### src/rtl/dram_pkg.sv
// Shared constants, instruction field positions and queue FSM encoding for the L2 -> DRAM path.
// Latency: none (definitions only).
// Backpressure: none (definitions only).
package dram_pkg;

  localparam int L2_REQ_WIDTH   = 22;
  localparam int DATA_WIDTH     = 8;
  localparam int CONCAT_ADDRESS = 20;

  // Instruction layout: [21] rw (1 = write), [20] reserved, [19:0] bank/row/col.
  localparam int RW_BIT   = 21;
  localparam int ADDR_MSB = 19;

  typedef enum logic [1:0] {
    IDLE    = 2'd0,
    ISSUE   = 2'd1,
    RD_WAIT = 2'd2
  } l2q_state_e;

endpackage

### src/rtl/l2_req_fifo.sv
// Circular buffer of DEPTH request entries with wrapping read/write pointers and an occupancy count.
// Latency: a pushed entry reaches the head on the edge after it is written.
// Backpressure: full/empty are exported; the owner gates push/pop with them.
module l2_req_fifo #(
  parameter  int W     = 30,
  parameter  int DEPTH = 4,
  localparam int PW    = $clog2(DEPTH),
  localparam int OW    = $clog2(DEPTH) + 1
) (
  input  logic          clk,
  input  logic          rst_b,
  input  logic          push,
  input  logic [W-1:0]  push_dat,
  input  logic          pop,
  output logic [W-1:0]  head_dat,
  output logic          full,
  output logic          empty,
  output logic [OW-1:0] occupancy
);

  logic [W-1:0]  mem_q [DEPTH];
  logic [W-1:0]  mem_d [DEPTH];
  logic [PW-1:0] wr_ptr_q, wr_ptr_d;
  logic [PW-1:0] rd_ptr_q, rd_ptr_d;
  logic [OW-1:0] occ_q, occ_d;

  // Next storage, pointers and count; pointers wrap naturally since DEPTH is a power of two.
  always_comb begin
    mem_d    = mem_q;
    wr_ptr_d = wr_ptr_q;
    rd_ptr_d = rd_ptr_q;
    occ_d    = occ_q;
    if (push) begin
      mem_d[wr_ptr_q] = push_dat;
      wr_ptr_d        = wr_ptr_q + 1'b1;
    end
    if (pop) begin
      rd_ptr_d = rd_ptr_q + 1'b1;
    end
    case ({push, pop})
      2'b10:   occ_d = occ_q + 1'b1;
      2'b01:   occ_d = occ_q - 1'b1;
      default: occ_d = occ_q;
    endcase
  end

  // Entry storage carries no reset; only valid slots are ever read.
  always_ff @(posedge clk) begin
    mem_q <= mem_d;
  end

  // Pointer and occupancy registers.
  always_ff @(posedge clk) begin
    if (rst_b) begin
      wr_ptr_q <= '0;
      rd_ptr_q <= '0;
      occ_q    <= '0;
    end else begin
      wr_ptr_q <= wr_ptr_d;
      rd_ptr_q <= rd_ptr_d;
      occ_q    <= occ_d;
    end
  end

  assign head_dat  = mem_q[rd_ptr_q];
  assign full      = (occ_q == OW'(DEPTH));
  assign empty     = (occ_q == '0);
  assign occupancy = occ_q;

endmodule

### src/rtl/l2_req_queue.sv
// L2 request queue feeding dram_ctrl one transaction at a time; returns read data as a 1-cycle pulse. Optional L2Q_TIMEOUT_EN drops unacked heads.
// Latency: accept edge N -> l2_rw_req after edge N+2; ctrl_rsp_valid edge -> rsp_valid after that same edge.
// Backpressure: l2_ready low while the FIFO is full (no same-cycle pop bypass); each request held until cmd_ack.
module l2_req_queue #(
    parameter int L2_REQ_WIDTH = dram_pkg::L2_REQ_WIDTH,
    parameter int DATA_WIDTH   = dram_pkg::DATA_WIDTH,
    parameter int DEPTH        = 4,
    parameter int TIMEOUT_CYC  = 64
) (
    input  logic                    clk,
    input  logic                    rst_b,
    input  logic                    l2_valid,
    output logic                    l2_ready,
    input  logic [L2_REQ_WIDTH-1:0] l2_instr,
    input  logic [DATA_WIDTH-1:0]   l2_wdata,
    output logic                    l2_rw_req,
    output logic [L2_REQ_WIDTH-1:0] l2_req_instr,
    output logic [DATA_WIDTH-1:0]   l2_req_data,
    input  logic                    cmd_ack,
    input  logic                    ctrl_rsp_valid,
    input  logic [DATA_WIDTH-1:0]   ctrl_rsp_data,
    output logic                    rsp_valid,
    output logic [DATA_WIDTH-1:0]   rsp_data,
    output logic [$clog2(DEPTH):0]  occupancy
`ifdef L2Q_TIMEOUT_EN
    ,
    output logic                    timeout_err
`endif
);
    import dram_pkg::*;

    localparam int EW = L2_REQ_WIDTH + DATA_WIDTH;
    localparam int OW = $clog2(DEPTH) + 1;

    l2q_state_e              state_q, state_d;
    logic                    req_q, req_d;
    logic [L2_REQ_WIDTH-1:0] instr_q, instr_d;
    logic [DATA_WIDTH-1:0]   data_q, data_d;
    logic                    rsp_valid_q, rsp_valid_d;
    logic [DATA_WIDTH-1:0]   rsp_data_q, rsp_data_d;

    logic                    push, pop, fifo_full, fifo_empty;
    logic [EW-1:0]           head_dat;
    logic [L2_REQ_WIDTH-1:0] head_instr;
    logic [DATA_WIDTH-1:0]   head_data;
    logic                    ack, tmo_hit;
    logic                    more_after_pop, more_no_pop;

    l2_req_fifo #(
        .W     (EW),
        .DEPTH (DEPTH)
    ) u_fifo (
        .clk       (clk),
        .rst_b     (rst_b),
        .push      (push),
        .push_dat  ({l2_instr, l2_wdata}),
        .pop       (pop),
        .head_dat  (head_dat),
        .full      (fifo_full),
        .empty     (fifo_empty),
        .occupancy (occupancy)
    );

    assign push                    = l2_valid && !fifo_full;
    assign l2_ready                = !fifo_full;
    assign {head_instr, head_data} = head_dat;

    // An ack only counts against a request actually being presented.
    assign ack            = cmd_ack && req_q && (state_q == ISSUE);
    // Whether anything remains once the head leaves, counting a same-edge push.
    assign more_after_pop = (occupancy > OW'(1)) || push;
    assign more_no_pop    = !fifo_empty || push;

`ifdef L2Q_TIMEOUT_EN
    localparam int TW = (TIMEOUT_CYC > 1) ? $clog2(TIMEOUT_CYC) : 1;

    logic [TW-1:0] tmo_cnt_q, tmo_cnt_d;
    logic          tmo_err_q, tmo_err_d;

    assign tmo_hit = (state_q == ISSUE) && !ack && (tmo_cnt_q == TW'(TIMEOUT_CYC - 1));

    // Wait counter advances only while stuck in ISSUE; any ack, drop or exit clears it. Error is sticky.
    always_comb begin
        tmo_cnt_d = '0;
        tmo_err_d = tmo_err_q || tmo_hit;
        if ((state_q == ISSUE) && !ack && !tmo_hit) begin
            tmo_cnt_d = tmo_cnt_q + 1'b1;
        end
    end

    // Timeout counter and sticky error flag.
    always_ff @(posedge clk) begin
        if (rst_b) begin
            tmo_cnt_q <= '0;
            tmo_err_q <= 1'b0;
        end else begin
            tmo_cnt_q <= tmo_cnt_d;
            tmo_err_q <= tmo_err_d;
        end
    end

    assign timeout_err = tmo_err_q;
`else
    assign tmo_hit = 1'b0;
`endif

    // Next state, request presentation and read-response capture.
    always_comb begin
        state_d     = state_q;
        pop         = 1'b0;
        req_d       = 1'b0;
        instr_d     = instr_q;
        data_d      = data_q;
        rsp_valid_d = 1'b0;
        rsp_data_d  = rsp_data_q;
        unique case (state_q)
            IDLE: begin
                if (!fifo_empty) begin
                    state_d = ISSUE;
                end
            end
            ISSUE: begin
                if (ack || tmo_hit) begin
                    pop = 1'b1;
                    if (ack && !head_instr[RW_BIT]) begin
                        state_d = RD_WAIT;
                    end else begin
                        state_d = more_after_pop ? ISSUE : IDLE;
                    end
                end else begin
                    req_d   = 1'b1;
                    instr_d = head_instr;
                    data_d  = head_data;
                end
            end
            RD_WAIT: begin
                if (ctrl_rsp_valid) begin
                    rsp_valid_d = 1'b1;
                    rsp_data_d  = ctrl_rsp_data;
                    state_d     = more_no_pop ? ISSUE : IDLE;
                end
            end
            default: state_d = IDLE;
        endcase
    end

    // FSM and output registers.
    always_ff @(posedge clk) begin
        if (rst_b) begin
            state_q     <= IDLE;
            req_q       <= 1'b0;
            instr_q     <= '0;
            data_q      <= '0;
            rsp_valid_q <= 1'b0;
            rsp_data_q  <= '0;
        end else begin
            state_q     <= state_d;
            req_q       <= req_d;
            instr_q     <= instr_d;
            data_q      <= data_d;
            rsp_valid_q <= rsp_valid_d;
            rsp_data_q  <= rsp_data_d;
        end
    end

    assign l2_rw_req    = req_q;
    assign l2_req_instr = instr_q;
    assign l2_req_data  = data_q;
    assign rsp_valid    = rsp_valid_q;
    assign rsp_data     = rsp_data_q;

endmodule

### config.mk
export PLATFORM = sky130hd
export DESIGN_NAME = l2_req_queue
export DESIGN_NICKNAME = d
export VERILOG_FILES = /design/src/rtl/dram_pkg.sv /design/src/rtl/l2_req_fifo.sv /design/src/rtl/l2_req_queue.sv
export SDC_FILE = /design/constraint.sdc
export NUM_CORES = 1
export LEC_CHECK = 0
export ABC_AREA = 1
export CAP_MARGIN = 20
export CELL_PAD_IN_SITES_DETAIL_PLACEMENT = 1
export CELL_PAD_IN_SITES_GLOBAL_PLACEMENT = 1
export CORE_AREA = 2 2 129 131
export CTS_BUF_LIST = sky130_fd_sc_hd__clkbuf_4 sky130_fd_sc_hd__clkbuf_8
export CTS_CLUSTER_SIZE = 24
export DETAILED_ROUTE_END_ITERATION = 10
export DIE_AREA = 0 0 131 133
export PLACE_DENSITY = 0.76
export SYNTH_ARGS = -nofsm -noshare
export SYNTH_HDL_FRONTEND = slang
export SYNTH_SLANG_ARGS = --single-unit
### constraint.sdc
create_clock -name clk -period 2.29 [get_ports clk]
set_input_delay 0.458 -clock clk [delete_from_list [all_inputs] [get_ports clk]]
set_output_delay 0.458 -clock clk [all_outputs]
set_load 0.03 [all_outputs]
==> insert_results.sql, run 1 <==
INSERT INTO impl_metrics (metric_group, metric, value, unit) VALUES
('run_status', 'outcome', 'finished, final reports clean', ''),
('routing', 'wl_per_cell', '17.9', 'microns'),
('cts', 'clock-root-buffer', 'clkbuf_8', ''),
('pwr', 'maximum_vdd_ir_drop', '0.462', 'mV'),
('setup_path', 'worst_ep_arrival_time', '1.56', 'ns'),
('synth', 'count_of_unique_library_cells_instantiated_by_yosys', '24', ''),
('worst_hold_path', 'min-delay-path-class', 'reg2reg', ''),
('global_routing', 'largest_net_degree_at_the_start_of_global_routing', '64', ''),
('global_routing', 'groute.usage.overall', '0.195', ''),
('synth', 'syn_area', '0.00648', 'sq mm'),
('cells_and_area', 'post-route-util', '0.499', ''),
('pwr', 'power.clock.fraction', '0.289', ''),
('place', 'dpl.cell_count', '860', ''),
('cts', 'cts.path.max_buffers', '2', ''),
('sta', 'fmax', '495', 'MHz'),
('pwr', 'internal_power_component', '5.58', 'mW'),
('place', 'post_dp_cell_area', '0.00764', 'sq mm'),
('sta', 'hold_viol', '0', ''),
('sta', 'final-setup-viol-count', '0', ''),
('setup_path', 'worstSetupStartpointType', 'flip-flop', ''),
('routing', 'drt_drc_violations_left', '0', ''),
('synth', 'syn-num-nets', '623', ''),
('cts', 'cts_buffer_count', '17', ''),
('cts', 'worstSkewPairLatency', '0.46', 'ns'),
('sta', 'finalMaxSlewViolations', '0', ''),
('routing', 'vias_per_cell', '4.99', ''),
('global_routing', 'wire_length_of_the_first_global_routing_pass', '25300', 'microns'),
('routing', 'detail_route.wirelength', '16000', 'microns'),
('global_routing', 'initial_antenna_violation_count', '0', ''),
('setup_path', 'critPathRequiredTime', '1.83', 'ns'),
('synth', 'yosysSeqAreaShare', '0.708', ''),
('die', 'initial_cell_density_of_the_core', '0.400', ''),
('sta', 'finalCritPeriodShare', '0.882', ''),
('pwr', 'combPwrFrac', '0.242', ''),
('pwr', 'power-per-cell-area', '993', 'mW/mm^2'),
('sta', 'rsz_0062_raised_after_global_routing', 'false', ''),
('die', 'number_of_core_rows', '47', ''),
('cts', 'cts_tree', 'built', ''),
('synth', 'syn_inst', '571', ''),
('sta', 'max_slew.worst_pin.slew', '0.648', 'ns'),
('pwr', 'netSwitchingPower', '2.43', 'mW'),
('synth', 'ys.warnings.count', '0', ''),
('synth', 'number_of_flip_flops_and_latches_in_the_synthesized_netlist', '169', ''),
('place', 'io_buffers', '86', ''),
('place', 'place.gp.congestion', '0.742', ''),
('routing', 'num_vias', '4451', ''),
('cts', 'clk_pin_slew_worst_paths', '0.09', 'ns'),
('cells_and_area', 'flow.area_growth_from_synthesis', '24.6', '%'),
('cells_and_area', 'drive_gt1_frac', '0.0878', ''),
('global_routing', 'grt_overflow_total', '0', ''),
('pwr', 'power_switching_share', '0.303', ''),
('die', 'floorplan.die_area', '0.0174', 'sq mm'),
('cells_and_area', 'post_layout_nonfiller_instances', '892', ''),
('sta', 'clock-skew-final', '0.0139', 'ns'),
('cts', 'cts.htree.levels', '4', ''),
('setup_path', 'cpLargestDelayFamily', 'buffers and inverters', ''),
('setup_path', 'crit_path_max_fo', '5', ''),
('cells_and_area', 'final_common_cell', 'nor2_1', ''),
('run', 'drv.max_cap_violation_count', '0', ''),
('routing', 'drt-pass1-iter-count', '4', ''),
('die', 'io-pin-count', '87', ''),
('cells_and_area', 'finish.instance_area', '0.00807', 'sq mm'),
('pwr', 'static-leakage-power', '3.01', 'nW'),
('cells_and_area', 'antenna_cells_inserted', '0', ''),
('setup_path', 'crit_path_top_delay_cell', 'clkdlybuf4s50_1', ''),
('cts', 'cts_num_sinks', '169', ''),
('routing', 'postRouteAntennaNets', '0', ''),
('setup_path', 'worst-path-buf-inv', '1', ''),
('setup_path', 'cp_max_stage_delay', '0.70', 'ns'),
('pwr', 'seq_power_share', '0.469', ''),
('place', 'dp_wirelength', '9830', 'microns');
==> metal layers <==
layer	vias to the layer above	track usage	wire length [microns]
li1	2136	-	-
met1	2206	0.237	6500
met5	-	0	0
met3	13	0.0388	711
met4	0	0.0762	165
met2	96	0.338	8600
==> cells by family after synthesis <==
family / after synthesis / share of synthesized area
fa+ha+maj: 9 / 0.0174
compound gates: 152 / 0.123
simple gates: 153 / 0.0931
xor+xnor: 1 / 0.00135
flops: 169 / 0.708
buf+inv: 87 / 0.0572
==> cell type report <==
type,instances,area [sq um],area share
clock buffers,21,270,0.0335
clock inverters,11,169,0.0209
inverters,56,213,0.0264
multi-input cells,315,1550,0.192
flip-flops and latches,169,4590,0.568
well taps,220,275,0.0341
repair buffers,100,1010,0.125
==> final timing paths <==
kind                          to  depth (start not counted)  slack (ns)                 from
max                 occupancy[0]                          1        0.27  u_fifo.occupancy[0]
min reg2reg          rsp_data[4]                          2        0.45          rsp_data[4]
max reg2reg  u_fifo.occupancy[2]                          9        0.45  u_fifo.occupancy[0]
min                  rsp_data[4]                          2        0.45          rsp_data[4]
==> state kept, by name (all words and copies together), names as in the netlist <==
name / count
state_q: 2
rsp_valid: 1
u_fifo.mem_q: 120
rsp_data: 8
u_fifo.wr_ptr_q: 2
u_fifo.occupancy: 3
l2_req_instr: 22
l2_rw_req: 1
u_fifo.rd_ptr_q: 2
l2_req_data: 8
==> power by group through the flow <==
stage / Clock [mW] / Combinational [mW] / Sequential, mW
2_1_floorplan: 0 / 0.744 / 4.22
4_1_cts: 2.37 / 1.97 / 3.76
5_1_grt: 2.50 / 2.12 / 3.80
3_3_place_gp: 0 / 1.87 / 3.81
6_report: 2.32 / 1.94 / 3.76
3_5_place_dp: 0 / 1.96 / 3.83
==> metrics by stage <==
stage               setup WS [ns]  hold WS, ns  setup TNS, ns
global route                0.171        0.473              0
finish                      0.270        0.452              0
global placement            0.240        0.436              0
CTS                        0.0587        0.462              0
floorplan                  -0.307        0.490         -36.81
detailed placement          0.165        0.448              0
==> tightest hold or removal path, delay by kind of cell (launching register included) <==
family                 cells  cell delay [ns]
buffers and inverters      1             0.05
AOI/OAI and AO/OA          1             0.05
DFF                        1             0.32
==> Yosys cell counts <==
cell type / instances / share of area
clkbuf_1: 11 / 0.0064
nor2_2: 1 / 0.00097
nand3b_1: 1 / 0.0012
o21ai_1: 29 / 0.022
nand3_1: 2 / 0.0015
xor2_1: 1 / 0.0014
edfxtp_1: 120 / 0.56
dfxtp_1: 49 / 0.15
o21ai_0: 76 / 0.059
a21oi_1: 18 / 0.014
buf_6: 1 / 0.0017
nor2_1: 129 / 0.075
buf_4: 4 / 0.0046
inv_4: 1 / 0.00097
inv_2: 2 / 0.0012
nand3_2: 2 / 0.0031
inv_1: 53 / 0.031
nand2_1: 15 / 0.0087
nand2_2: 2 / 0.0019
buf_2: 12 / 0.0093
clkbuf_2: 3 / 0.0023
o22ai_1: 29 / 0.028
ha_1: 9 / 0.017
nand4_1: 1 / 0.00097
==> what timing repair did <==
item	4_1_cts	5_1_grt
hold buffers	0	0
hold endpoints to repair	0	0
gates resized for setup	1	2
buffers inserted	0	0
setup endpoints to repair	1	1
(Power assumes the default switching activity.)
==> inputs of run 2 (changes only) <==
--- a/config.mk
+++ b/config.mk
@@ -11,7 +11,6 @@
 export CELL_PAD_IN_SITES_GLOBAL_PLACEMENT = 1
 export CORE_AREA = 2 2 129 131
 export CTS_BUF_LIST = sky130_fd_sc_hd__clkbuf_4 sky130_fd_sc_hd__clkbuf_8
-export CTS_CLUSTER_SIZE = 24
 export DETAILED_ROUTE_END_ITERATION = 10
 export DIE_AREA = 0 0 131 133
 export PLACE_DENSITY = 0.76
==> results of run 2 <==
The final DEF is identical to that of run 1; final timing and power are the same.
==> RTL change 1: new RTL, flow settings as in run 1 <==
The option `L2Q_TIMEOUT_EN` is turned on by a define.
--- a/src/rtl/l2_req_queue.sv
+++ b/src/rtl/l2_req_queue.sv
@@ -2,4 +2,6 @@
 // Latency: accept edge N -> l2_rw_req after edge N+2; ctrl_rsp_valid edge -> rsp_valid after that same edge.
 // Backpressure: l2_ready low while the FIFO is full (no same-cycle pop bypass); each request held until cmd_ack.
+`define L2Q_TIMEOUT_EN
+
 module l2_req_queue #(
     parameter int L2_REQ_WIDTH = dram_pkg::L2_REQ_WIDTH,
Behaviour (old outputs only; new: timeout_err): no difference found for any inputs over 4 cycles, from zero or initial values and one cycle with rst_b high; that may be too few to reach the edited logic, so the function may still have changed.
==> RTL change 1 against run 1 <==
- synthesized cell count increased by 12%
- total power about the same
- wire length up 4.2%
- sequential cell count rose by 7
- global-route usage grew 0.87 points
- synthesized area grew 5.3%
- clock skew fell by 0.00087 ns
- fmax decreased by 6.7%
- critical endpoint is now l2_ready
- final area increased by 6.1%
- setup slack lost 0.15 ns
- critical path type unchanged
==> RTL change 1: results (changes against run 1) <==
----------------------------------------------------
[Synth]
  Number of distinct library cells after synthesis ... 25 (+4.2%)
  Most frequent cells after synthesis ... sky130_fd_sc_hd__nor2_1 (156), sky130_fd_sc_hd__edfxtp_1 (120), sky130_fd_sc_hd__nand2_1 (82)
  Sequential element share of the synthesized area ... 69.27% (-1.5 points)
  Cells taking the most area after synthesis ... sky130_fd_sc_hd__edfxtp_1 (53%), sky130_fd_sc_hd__dfxtp_1 (16%), sky130_fd_sc_hd__nor2_1 (8.6%), sky130_fd_sc_hd__o21ai_0 (5.4%), sky130_fd_sc_hd__nand2_1 (4.5%)
  Net count of the mapped netlist ... 692 (+11%)

[Routing]
  Metal3 WL ... 651 um (-8.4%)
  Total Wirelength ... 16650 um (+4.2%)
  Met1 wire length ... 7072 um (+8.8%)
  Via count of the routed design ... 4813 (+8.1%)
  Starting DRC count in detailed routing ... 248 (-40%)
  Routed length on met2 ... 8600 um (about the same)

[Place]
  Number of port buffers ... 87 (+1.2%)
  Gpl congestion ... 0.7706 (+3.9%)
  Dpl ws ... 0.1603 ns (-0.004540 ns)
  Placed cell area ... 8078 um^2 (+5.8%)
  Placed instance count ... 937 (+9.0%)

[Critical path]
  Register-to-Register Setup Slack ... 0.21 ns (-0.24 ns)
  Critical path fanouts, max ... 5 (unchanged)
  Largest stage delay on the critical path ... 0.42 ns (-0.28 ns)
  Highest-delay cell along the critical path ... sky130_fd_sc_hd__dlygate4sd2_1
  Crit path arrival time ... 1.71 ns (+0.15 ns)
  Startpoint of the worst register-to-register path ... tmo_cnt_q[0]
  Worst-case reg-to-reg path depth ... 12 (+3)
  End point of the critical path ... l2_ready

[Layout]
  Core occupancy in the finished layout ... 52.94% (+3.0 points)
  Cell Count, Final, Fillers Out ... 969 (+8.6%)
  Fraction of final layout cells with drive strength greater than 1 ... 8.678% (-0.10 points)
  Fill count ... 1737 (+0.99%)
  Number of nets in the final layout ... 789 (+11%)

[STA]
  Final worst setup slack ... 0.1250 ns (-0.1453 ns)
  Fin Clk Skew ... 0.01300 ns (-0.0008734 ns)
  Slew headroom ... 56.09% (-0.74 points)

[Hold path]
  Worst hold path stage count ... 1 (-1)
  Critical hold path startpoint ... tmo_cnt_q[0]
  Endpoint of the worst hold-timing path ... tmo_cnt_q[0]

[Pwr]
  Maximum vdd ir drop ... 531.6 uV (+15%)
  Leakage ... 3.234 nW (+7.5%)

[Clock network]
  CTS HTree Levels ... 4 (unchanged)
  Max clock buf depth ... 2 (unchanged)
  Num CTS Buffers ... 17 (unchanged)

[Global route]
  Number of global-route vias before repair ... 5236 (+7.3%)
  Global-route wire length before repair ... 26900 um (+6.2%)
  Combined global-route utilization of all metal layers ... 20.35% (+0.87 points)
  GR met2 Demand/Resource ... 34.72% (+0.95 points)
  Met1 Resource Use GR ... 24.79% (+1.1 points)
  Met3 Track Usage GR ... 4.731% (+0.85 points)

[Outcome]
  Outcome ... finished clean

----------------------------------------------------
==> RTL change 1: kinds of logic after synthesis <==
group	share of synthesized area (%)
AND/OR/NAND/NOR	14.64
flip-flops	69.27
AO/OA/AOI/OAI	8.677
buffers and inverters	4.935
adder cells (fa/ha/maj)	1.835
XOR/XNOR	0.6422
==> RTL change 1: power breakdown <==
group | switching [W] | leakage (nW) | internal [W]
registers | 0.000125 | 1.56 | 0.00367
logic | 0.00102 | 1.43 | 0.000621
clock network | 0.00109 | 0.242 | 0.00149
total | 0.00223 | 3.23 | 0.00578
==> RTL change 1: stage by stage <==
stage	hold slack [ns]	power [W]
CTS	0.4628	0.008100
finish	0.4590	0.008012
detailed placement	0.4422	0.005524
global route	0.4774	0.008389
floorplan	0.4175	0.004856
global placement	0.4261	0.005443
==> RTL change 1: area by class of cell <==
type                       instances  share of cell area [%]
sequential                       176                   55.22
multi-input combinational        381                   20.93
timing repair buffer             107                   12.64
clock buffer                      21                   3.230
tap                              220                   3.215
clock inverter                    11                   2.440
inverter                          53                   2.324
==> RTL change 2: new RTL, settings of run 1 <==
Made on the original files. `instr_q`, `data_q` and `rsp_data_q` no longer have a reset.
--- a/src/rtl/l2_req_queue.sv
+++ b/src/rtl/l2_req_queue.sv
@@ -150,16 +150,16 @@
             state_q     <= IDLE;
             req_q       <= 1'b0;
-            instr_q     <= '0;
-            data_q      <= '0;
             rsp_valid_q <= 1'b0;
-            rsp_data_q  <= '0;
         end else begin
             state_q     <= state_d;
             req_q       <= req_d;
-            instr_q     <= instr_d;
-            data_q      <= data_d;
             rsp_valid_q <= rsp_valid_d;
-            rsp_data_q  <= rsp_data_d;
         end
+    end
+
+    always_ff @(posedge clk) begin
+        instr_q    <= instr_d;
+        data_q     <= data_d;
+        rsp_data_q <= rsp_data_d;
     end
 
Function: differs if rst_b is asserted again (counterexample within 4 cycles, from zero or initial values and one cycle with rst_b high); with rst_b held inactive, the same outputs for 4 cycles.
==> RTL change 2 against run 1 <==
- utilization decreased by 1.8 points
- synthesized area fell by 4.0%
- critical path type unchanged
- sequential share of layout area grew 7.0 points
- setup slack worse by 0.14 ns
- final area fell by 3.5%
- highest routed layer unchanged
- clock power decreased by 14%
- sequential power up 2%
- sequential cell count did not move
- global-route usage decreased by 3.4 points
- total power decreased by 12%
- final cell count decreased by 15%
- wire length fell by 17%
==> RTL change 2: results (changes against run 1) <==
----------------------------------------------------
[Outcome]
  Outcome ... finished clean

[Synth]
  Net count of the mapped netlist ... 471 (-24%)
  Arithmetic-cell share of the synthesized area counting full adders, half adders and majority gates ... 1.811% (+0.072 points)
  Xor and xnor area share after synthesis ... 0.1408% (+0.0056 points)
  Number of flops mapped to enable cells by yosys ... 158 (+32%)
  Post-synthesis mux area share ... 0% (unchanged)
  Sequential element share of the synthesized area ... 79.84% (+9.1 points)
  Cells taking the most area after synthesis ... sky130_fd_sc_hd__edfxtp_1 (76%), sky130_fd_sc_hd__o21ai_0 (5.2%), sky130_fd_sc_hd__nor2_1 (4.3%), sky130_fd_sc_hd__dfxtp_1 (3.5%), sky130_fd_sc_hd__o22ai_1 (2.9%)
  Most frequent cells after synthesis ... sky130_fd_sc_hd__edfxtp_1 (158), sky130_fd_sc_hd__nor2_1 (71), sky130_fd_sc_hd__o21ai_0 (65)
  Number of distinct library cells after synthesis ... 23 (-4.2%)
  Yosys warnings ... 0 (unchanged)

[Routing]
  Via count of the routed design ... 3755 (-16%)
  Routed wire per std cell ... 17.58 um (-1.9%)
  Starting DRC count in detailed routing ... 285 (-31%)

[Critical path]
  Largest stage delay on the critical path ... 0.42 ns (-0.28 ns)
  Worst flop-to-flop path endpoint ... u_fifo.mem_q[11]
  Worst-case reg-to-reg path depth ... 7 (-2)
  Critical path fanouts, max ... 5 (unchanged)
  End point of the critical path ... l2_ready
  Crit path arrival time ... 1.70 ns (+0.14 ns)
  Cell type group with the largest total delay on the critical path ... buffers and inverters
  Highest-delay cell along the critical path ... sky130_fd_sc_hd__dfxtp_1

[Pwr]
  Leakage ... 2.637 nW (-12%)
  Maximum vdd ir drop ... 380.7 uV (-18%)

[STA]
  Fin Clk Skew ... 0.01248 ns (-0.001385 ns)
  Slew headroom ... 59.44% (+2.6 points)

[Layout]
  Fill count ... 1616 (-6.0%)
  Fraction of final layout cells with drive strength greater than 1 ... 11.03% (+2.2 points)
  Number of nets in the final layout ... 574 (-19%)

[Hold path]
  Endpoint of the worst hold-timing path ... u_fifo.occupancy[2]
  Critical hold path startpoint ... u_fifo.occupancy[2]

[Clock network]
  Clock network latency to the later pin of the worst-skew pair ... 0.44 ns (-0.02 ns)
  Clock tree root buffer cell ... sky130_fd_sc_hd__clkbuf_8

[Global route]
  Number of global-route vias before repair ... 4050 (-17%)
  Combined global-route utilization of all metal layers ... 16.04% (-3.4 points)
  Initial antenna violation count ... 1 (+1)

[Place]
  Gpl congestion ... 0.6787 (-8.5%)
  Half-perimeter wire length after placement ... 8685 um (-12%)

----------------------------------------------------
RTL change 2: changes by cell type after synthesis, sizes merged:
cell	run 1	this run
inv	56	21
o21ai	105	67
buf	17	9
nand3b	1	0
nor3	0	2
edfxtp	120	158
dfxtp	49	11
nor2	130	71
clkbuf	14	10
a21oi	18	9
RTL change 2: cells by family (layout without fill, tap and decap cells):
logic type	count (synthesis)	after routing
other cells	0	1
simple gates	95	95
compound gates	105	105
fa+ha+maj	9	9
flops	169	169
xor+xnor	1	1
buf+inv	40	156
RTL change 2: layer usage:
metal / global-route usage, % / up-vias / routed length (um)
met2: 28.24 / 110 / 7240
met5: 0 / - / 0
met3: 4.569 / 4 / 747
met1: 18.29 / 1898 / 5240
li1: - / 1743 / -
met4: 6.087 / 0 / 61
RTL change 2: layout make-up:
| type | count | share of cell area, % |
|---|---|---|
| Antenna cell | 1 | 0.03214 |
| Clock buffer | 19 | 3.279 |
| Clock inverter | 13 | 1.559 |
| Multi-Input combinational cell | 210 | 14.08 |
| Timing Repair Buffer | 103 | 12.68 |
| Tap cell | 220 | 3.536 |
| Sequential cell | 169 | 63.79 |
| Inverter | 21 | 1.045 |
RTL change 2: metrics by stage:
stage | setup slack (ns) | hold slack, ns | instances | instance area [um^2]
after global placement | 0.2904 | 0.5016 | 723 | 7407
after global routing | 0.003404 | 0.5334 | 756 | 7785
final | 0.1344 | 0.5252 | 756 | 7785
after floorplan | -0.3068 | 0.4831 | 419 | 6228
after CTS | 0.08621 | 0.5269 | 755 | 7782
after detailed placement | 0.2539 | 0.5214 | 723 | 7407
RTL change 2: power by group:
group	internal [W]	switching [W]	leakage (nW)	total, W
clock	0.000912	0.00107	0.184	0.00199
combinational	0.000462	0.000801	0.905	0.00126
sequential	0.00374	0.0000941	1.55	0.00383
total	0.00511	0.00197	2.64	0.00708
